`src/rtl/rv32_issue_scoreboard.sv`:
```
// Issue scoreboard between rv32 decode and execute: per-register pending-write counters plus one issue slot.
// Latency: decode accept -> iss_valid 1 cycle; writeback clears a hazard for the next cycle (same cycle with bypass).
// Backpressure: dec_ready drops on RAW hazard, counter saturation, flush, reset, or a full issue slot not being taken.
//
// Optional feature macro: RV32_SCOREBOARD_WB_BYPASS_EN (same-cycle writeback forwarding relaxes hazard/sat).
// Ports:
//   clk, rst                  clock, asynchronous active-high reset
//   dec_*                     decoded instruction handshake and register fields
//   iss_valid/iss_ready       issue slot handshake toward execute; iss_rd/iss_writes_rd slot contents
//   wb_valid/wb_rd            one retiring register write per cycle
//   flush                     synchronous clear of pending state and issue slot
//   busy, wb_error            status: anything outstanding; sticky retirement-underflow flag
module rv32_issue_scoreboard #(
    parameter int COUNTER_WIDTH = 2
) (
    input  logic       clk,
    input  logic       rst,
    input  logic       dec_valid,
    output logic       dec_ready,
    input  logic [4:0] dec_rs1,
    input  logic [4:0] dec_rs2,
    input  logic [4:0] dec_rd,
    input  logic       dec_uses_rs1,
    input  logic       dec_uses_rs2,
    input  logic       dec_writes_rd,
    output logic       iss_valid,
    input  logic       iss_ready,
    output logic [4:0] iss_rd,
    output logic       iss_writes_rd,
    input  logic       wb_valid,
    input  logic [4:0] wb_rd,
    input  logic       flush,
    output logic       busy,
    output logic       wb_error
);

    localparam logic [COUNTER_WIDTH-1:0] CNT_MAX = {COUNTER_WIDTH{1'b1}};
    localparam logic [COUNTER_WIDTH-1:0] CNT_ONE = COUNTER_WIDTH'(1);

    // Storage only for x1..x31; x0 reads as zero through cnt_rd.
    logic [COUNTER_WIDTH-1:0] cnt    [1:31];
    logic [COUNTER_WIDTH-1:0] cnt_rd [0:31];

    logic        hazard;
    logic        sat;
    logic        slot_free;
    logic        accept;
    logic        rs1_pending;
    logic        rs2_pending;
    logic        rd_full;
    logic [31:0] inc_vec;
    logic [31:0] dec_vec;
    logic        err_set;

    always_comb begin
        cnt_rd[0] = '0;
        for (int i = 1; i < 32; i++) begin
            cnt_rd[i] = cnt[i];
        end
    end

    assign rs1_pending = dec_uses_rs1 && (cnt_rd[dec_rs1] != '0);
    assign rs2_pending = dec_uses_rs2 && (cnt_rd[dec_rs2] != '0);
    assign rd_full     = dec_writes_rd && (cnt_rd[dec_rd] == CNT_MAX);

`ifdef RV32_SCOREBOARD_WB_BYPASS_EN
    // A source whose only outstanding write retires this cycle is forwarded by
    // writeback, so it is not a hazard. A full rd being retired this cycle nets
    // to no change, so it cannot overflow either.
    logic rs1_byp;
    logic rs2_byp;
    logic rd_byp;
    assign rs1_byp = wb_valid && (wb_rd == dec_rs1) && (cnt_rd[dec_rs1] == CNT_ONE);
    assign rs2_byp = wb_valid && (wb_rd == dec_rs2) && (cnt_rd[dec_rs2] == CNT_ONE);
    assign rd_byp  = wb_valid && (wb_rd == dec_rd);
    assign hazard  = (rs1_pending && !rs1_byp) || (rs2_pending && !rs2_byp);
    assign sat     = rd_full && !rd_byp;
`else
    assign hazard  = rs1_pending || rs2_pending;
    assign sat     = rd_full;
`endif

    assign slot_free = !iss_valid || iss_ready;
    assign dec_ready = !rst && !flush && slot_free && !hazard && !sat;
    assign accept    = dec_valid && dec_ready;

    // One-hot increment/decrement selects; bit 0 is never set so x0 stays untracked.
    assign inc_vec = (accept && dec_writes_rd && (dec_rd != 5'd0)) ? (32'd1 << dec_rd) : 32'd0;
    assign dec_vec = (wb_valid && (wb_rd != 5'd0)) ? (32'd1 << wb_rd) : 32'd0;

    // Retiring a register with nothing outstanding is an error unless it is
    // being claimed again in the same cycle (net unchanged).
    assign err_set = dec_vec[wb_rd] && (cnt_rd[wb_rd] == '0) && !inc_vec[wb_rd];

    always_ff @(posedge clk or posedge rst) begin
        if (rst) begin
            for (int i = 1; i < 32; i++) begin
                cnt[i] <= '0;
            end
            wb_error <= 1'b0;
        end else if (flush) begin
            for (int i = 1; i < 32; i++) begin
                cnt[i] <= '0;
            end
            wb_error <= 1'b0;
        end else begin
            for (int i = 1; i < 32; i++) begin
                if (inc_vec[i] && !dec_vec[i]) begin
                    cnt[i] <= cnt[i] + CNT_ONE;
                end else if (dec_vec[i] && !inc_vec[i] && (cnt[i] != '0)) begin
                    cnt[i] <= cnt[i] - CNT_ONE;
                end
            end
            if (err_set) begin
                wb_error <= 1'b1;
            end
        end
    end

    always_ff @(posedge clk or posedge rst) begin
        if (rst) begin
            iss_valid     <= 1'b0;
            iss_rd        <= 5'd0;
            iss_writes_rd <= 1'b0;
        end else if (flush) begin
            iss_valid <= 1'b0;
        end else if (accept) begin
            iss_valid     <= 1'b1;
            iss_rd        <= dec_rd;
            iss_writes_rd <= dec_writes_rd;
        end else if (iss_ready) begin
            iss_valid <= 1'b0;
        end
    end

    always_comb begin
        busy = iss_valid;
        for (int i = 1; i < 32; i++) begin
            busy = busy || (cnt[i] != '0);
        end
    end

endmodule

```
`config.mk`:
```
export PLATFORM = sky130hd
export DESIGN_NAME = rv32_issue_scoreboard
export DESIGN_NICKNAME = d
export VERILOG_FILES = /design/src/rtl/rv32_issue_scoreboard.sv
export SDC_FILE = /design/constraint.sdc
export NUM_CORES = 1
export LEC_CHECK = 0
export CORE_MARGIN = 5
export CORE_UTILIZATION = 40
export DETAILED_ROUTE_END_ITERATION = 8
export PLACE_DENSITY_LB_ADDON = 0.25
export SETUP_SLACK_MARGIN = 0.5
export SLEW_MARGIN = 10
export SYNTH_ARGS = -nofsm -noshare
export SYNTH_HDL_FRONTEND = slang
export SYNTH_SLANG_ARGS = --single-unit
export TNS_END_PERCENT = 1
```
`constraint.sdc`:
```
create_clock -name clk -period 5.05 [get_ports clk]
set_clock_uncertainty 0.15 [all_clocks]
set_input_delay 1.515 -clock clk [delete_from_list [all_inputs] [get_ports clk]]
set_output_delay 1.515 -clock clk [all_outputs]
set_load 0.005 [all_outputs]
```
# == After elaboration in Yosys (flattened, before gate mapping) ==
# Index checks and enable logic that the tools add are counted.
# classes
magnitude_cmp,5
n_mux,86
shift,2
bitwise_logic,5
add_sub_neg,62
n_reduce_logical,277
n_eq_ne,1
# ops
op,n
two-way mux 2 bit,70
logical AND 1 bit,106
nonzero test 3 bit,32
logical NOT 1 bit,68
nonzero test 2 bit,34
two-way mux 32 bit,2
left shift 1 x 5 -> 32 bit (first input constant),2
adder 2 x 1 -> 2 bit (second input constant),31
two-way mux 62 bit,1
subtractor 2 x 1 -> 2 bit (second input constant),31
binary-select mux 2 bit (select 5 bit),4
logical OR 1 bit,33
greater-or-equal comparator 6 bit (second input constant),4
NOT 5 -> 6 bit,4
binary-select mux 1 bit (select 5 bit),2
nonzero test 5 bit,2
two-way mux 1 bit,7
less-than comparator 5 x 6 -> 1 bit (second input constant),1
equality test 2 bit (second input constant),1
logical NOT 2 bit,1
AND reduction 2 bit,1
NOT 1 bit,1
# totals
output_inout_bits,10
register_bits,70

# == Depth between registers and ports, before layout ==
# depth
ltp_word,32
mapped_depth,13

# == Least setup slack after synthesis ==
# Ideal clock, no wire load.
# synth_path
kind,input -> output
start,input dec_rs2[1]
end,output dec_ready
path_stages,11
setup_slack_ns,-0.176
t_arrival_ns,3.561
path_buffers,4
required_time_ns,3.385
cell_sequence,buf_6 > buf_6 > o21ai_2 > o21ai_1 > a2111oi_2 > nor4_1 > or4_4 > buf_2 > or2_2 > clkbuf_1 > nor2_1
# synth_between
elab_chain_len,10
# synth_lines
element,line,rtl
start: declaration,21,"input logic [4:0] dec_rs2,"
NOT 5 -> 6 bit (not written as such),63,assign rs2_pending = dec_uses_rs2 && (cnt_rd[dec_rs2] != '0);
binary-select mux 2 bit (select 5 bit),63,
two-way mux 2 bit (not written as such) (2 in a row),63,
nonzero test 2 bit,63,
logical AND 1 bit,63,
logical OR 1 bit,79,assign hazard = rs1_pending || rs2_pending;
logical NOT 1 bit,84,assign dec_ready = !rst && !flush && slot_free && !hazard && !sat;
logical AND 1 bit (2 in a row),84,
end: declaration,19,"output logic dec_ready,"
# No other way between the ends. The select of a mux whose other input is x is not followed.

# == Final worst setup path ==
# layout_path
start,input dec_rd[1]
end,output dec_ready
# layout_between
elab_chain_len,8
# layout_lines
element,line,rtl
start: declaration,22,"input logic [4:0] dec_rd,"
NOT 5 -> 6 bit (not written as such),64,assign rd_full = dec_writes_rd && (cnt_rd[dec_rd] == CNT_MAX);
binary-select mux 2 bit (select 5 bit),64,
two-way mux 2 bit (not written as such) (2 in a row),64,
equality test 2 bit,64,
logical AND 1 bit,64,
logical NOT 1 bit,84,
logical AND 1 bit,84,
# No other way between the ends. The select of a mux whose other input is x is not followed.

==> impl_metrics.tcl <==
set metrics [dict create \
    cp.required_ps 3390 \
    hold_slack_ps 327 \
    syn_avg_cell_area_um2 8.51 \
    synthAdderAreaFrac_pct 0 \
    rr_worst_depth 10 \
    syn_nets 727 \
    ios 39 \
    vdd_drop_max_uv 149 \
    firstDrtPassIters 7 \
    dr_total_vias 6543 \
    finalCriticalPeriod_ps 5070 \
    die_h_um 132 \
    worstMarginPinSlew_ps 777 \
    worstHoldPathType "flip-flop to flip-flop" \
    timing.fmax_mhz 197 \
    drtIter0Drc 866 \
    io_buffers 38 \
    post-place-ws_ps -821 \
    slew_headroom_pct 48.1 \
    routed-wl-met3_um 1790 \
    p_leak_uw 0.00264 \
    setup_viol 1 \
    cp-start-kind "primary input" \
    tritoncts "done" \
    wl_met2_um 10600 \
    htreeDepth 3 \
    drc_errors 0 \
    yosysWarnings 0 \
    ys_types 66 \
    grt_use_total_pct 26.0 \
    initial_utilization_pct 40.9 \
    path_clk_slew_ps 60 \
    routed.top_layer "met4" \
    die_x_um 132 \
    yosysSeqAreaShare_pct 29.5 \
    cts_made_buffers 9 \
    synthCells 698 \
    die-area_um2 17400 \
    rsz0062_at_grt "true" \
    clk_latency_ps 350 \
    synth_simple_gate_area_share_pct 30.2 \
    syn_area_um2 5940 \
    failed_checks "negative setup slack" \
    grt_overflow 0 \
    hold_viol 0 \
    synth-async-reset-ratio_pct 100 \
    grt_pass1_wl_um 36200 \
    grt_pass1_vias 6474 \
    synth_edf_count 0 \
    drt-met1-wl_um 9030 \
    core-area_um2 14500 \
    antenna_cells 0 \
    cap_violations 0 \
    clockBufferDepth 2 \
    min_period_over_period_pct 100 \
    synth_top_family_by_area "simple AND/OR/NAND/NOR gates" \
    final_util_pct 51.1 \
    cts_sinks 70 \
    ys.flop_type "dfrtp_1" \
    wl_um 22700 \
    end_kind "output pin" \
    power_per_cell_area_nw_per_um2 212 \
    arrival_ps 3400 \
    routed_via_density 6.70 \
    grt_max_degree 65 \
    antenna_found_initial 0 \
    synth_xor_area_share_pct 2.36 \
    ant_nets 0 \
    ys_ff_latch 70 \
    hold_depth 2 \
    place_hpwl_um 16300 \
    fin_nets 816 \
    critical_path_class "primary input to output pin" \
    syn_to_final_growth_pct 25.0 \
    postLayoutSetupSlackWorst_ps -15.8 \
    slew_violations 0 \
    synthMuxAreaShare_pct 10.2 \
    critical_path.max_fanout 6 \
    synth_compound_area_share_pct 23.1 \
    post_drt_wl_per_cell_um 23.2 \
    drive_gt1_share_pct 24.5 \
    root_buffer "clkbuf_16" \
    gp_congestion 0.950 \
    rows 44 \
    status "complete, but fails checks" \
]
-- placed cells by master, fill, tap and decap left out, types with 10 or more instances in the layout --
cell             instances
buf_4                   81
dfrtp_1                 70
nor2_1                  67
nand2_1                 56
nor3_1                  42
a21oi_1                 33
o21ai_0                 32
nand3_1                 28
nor4_1                  25
clkdlybuf4s50_1         24
a211oi_1                23
mux4_2                  23
nand2b_1                20
a221oi_1                19
nand4_1                 14
xnor2_1                 14
o31a_1                  13
or3b_2                  13
a41oi_1                 10
o21a_1                  10
-- final cells by class --
| cell class | instances | area, um^2 |
|---|---|---|
| Clock inverter | 7 | 96.3 |
| Timing Repair Buffer | 128 | 1090 |
| Sequential cell | 70 | 1750 |
| Inverter | 12 | 45.0 |
| Tap cell | 184 | 230 |
| Fill cell | 1356 | 7110 |
| Clock buffer | 9 | 225 |
| Multi-Input combinational cell | 566 | 3990 |
-- cell families (layout without fill, tap and decap cells) --
group,after synthesis,count (layout)
XOR/XNOR,16,16
flip-flops,70,70
buffers and inverters,62,156
AND/OR/NAND/NOR,327,327
multiplexers,31,31
AO/OA/AOI/OAI,192,192
-- layer usage --
layer	global-route usage (%)	up-vias
met5	0	-
met4	14.8	0
met3	4.89	84
met2	42.0	366
met1	32.5	3198
li1	-	2895
-- stage by stage --
stage	cells	total power (uW)	setup TNS, ps	cell area, um^2
floorplan	698	727	-47.1	5970
global placement	947	855	-1830	6930
detailed placement	947	858	-2250	6930
CTS	970	1570	-27.8	7350
global route	976	1630	-83.3	7420
finish	976	1580	-15.8	7420
-- synthesized netlist by cell type (20+ instances only) --
cell type / count / area, um^2
nor3_1: 44 / 220
nand2_1: 56 / 210
mux4_2: 23 / 518
nor2_1: 69 / 259
a221oi_1: 20 / 175
dfrtp_1: 70 / 1750
nand3_1: 29 / 145
o21ai_0: 33 / 165
a21oi_1: 34 / 170
a211oi_1: 24 / 180
nor4_1: 25 / 156
nand2b_1: 20 / 125
clkbuf_1: 26 / 97.6
-- power by group --
group	internal (uW)	switching [uW]	total (uW)
combinational	121	162	283
sequential	574	7.86	582
clock	434	276	711
-- critical path: stages --
cell      delay [ps]
buf_8            100
buf_6            120
buf_6            110
buf_6            120
nand3_2           70
a211oi_2          60
o211ai_1         170
o311ai_1         120
or4_4            520
or2_4            260
nor2_4           100
buf_2            120
-- what timing repair did --
item                       in CTS  in global routing
buffers inserted                5                  6
hold buffers                    0                  0
resized for setup              60                  6
cloned                          2                  0
setup endpoints to repair      31                  6
pin swaps                      11                  7
-- flip-flops by register name, indices dropped and copies added, names as in the netlist --
| name | cells |
|---|---|
| iss_rd | 5 |
| iss_valid | 1 |
| cnt | 62 |
| iss_writes_rd | 1 |
| wb_error | 1 |
-- worst paths after layout --
kind	from	slack [ps]	end
max reg2reg	cnt[32]	1410	cnt[48]
max	dec_rd[1]	-20	dec_ready
max in group asynchronous	rst	2390	cnt[1]
min reg2reg	iss_rd[3]	330	iss_rd[3]
min in group asynchronous	rst	1500	cnt[55]
min	iss_rd[3]	330	iss_rd[3]
Power figures use the tool's default switching activity.
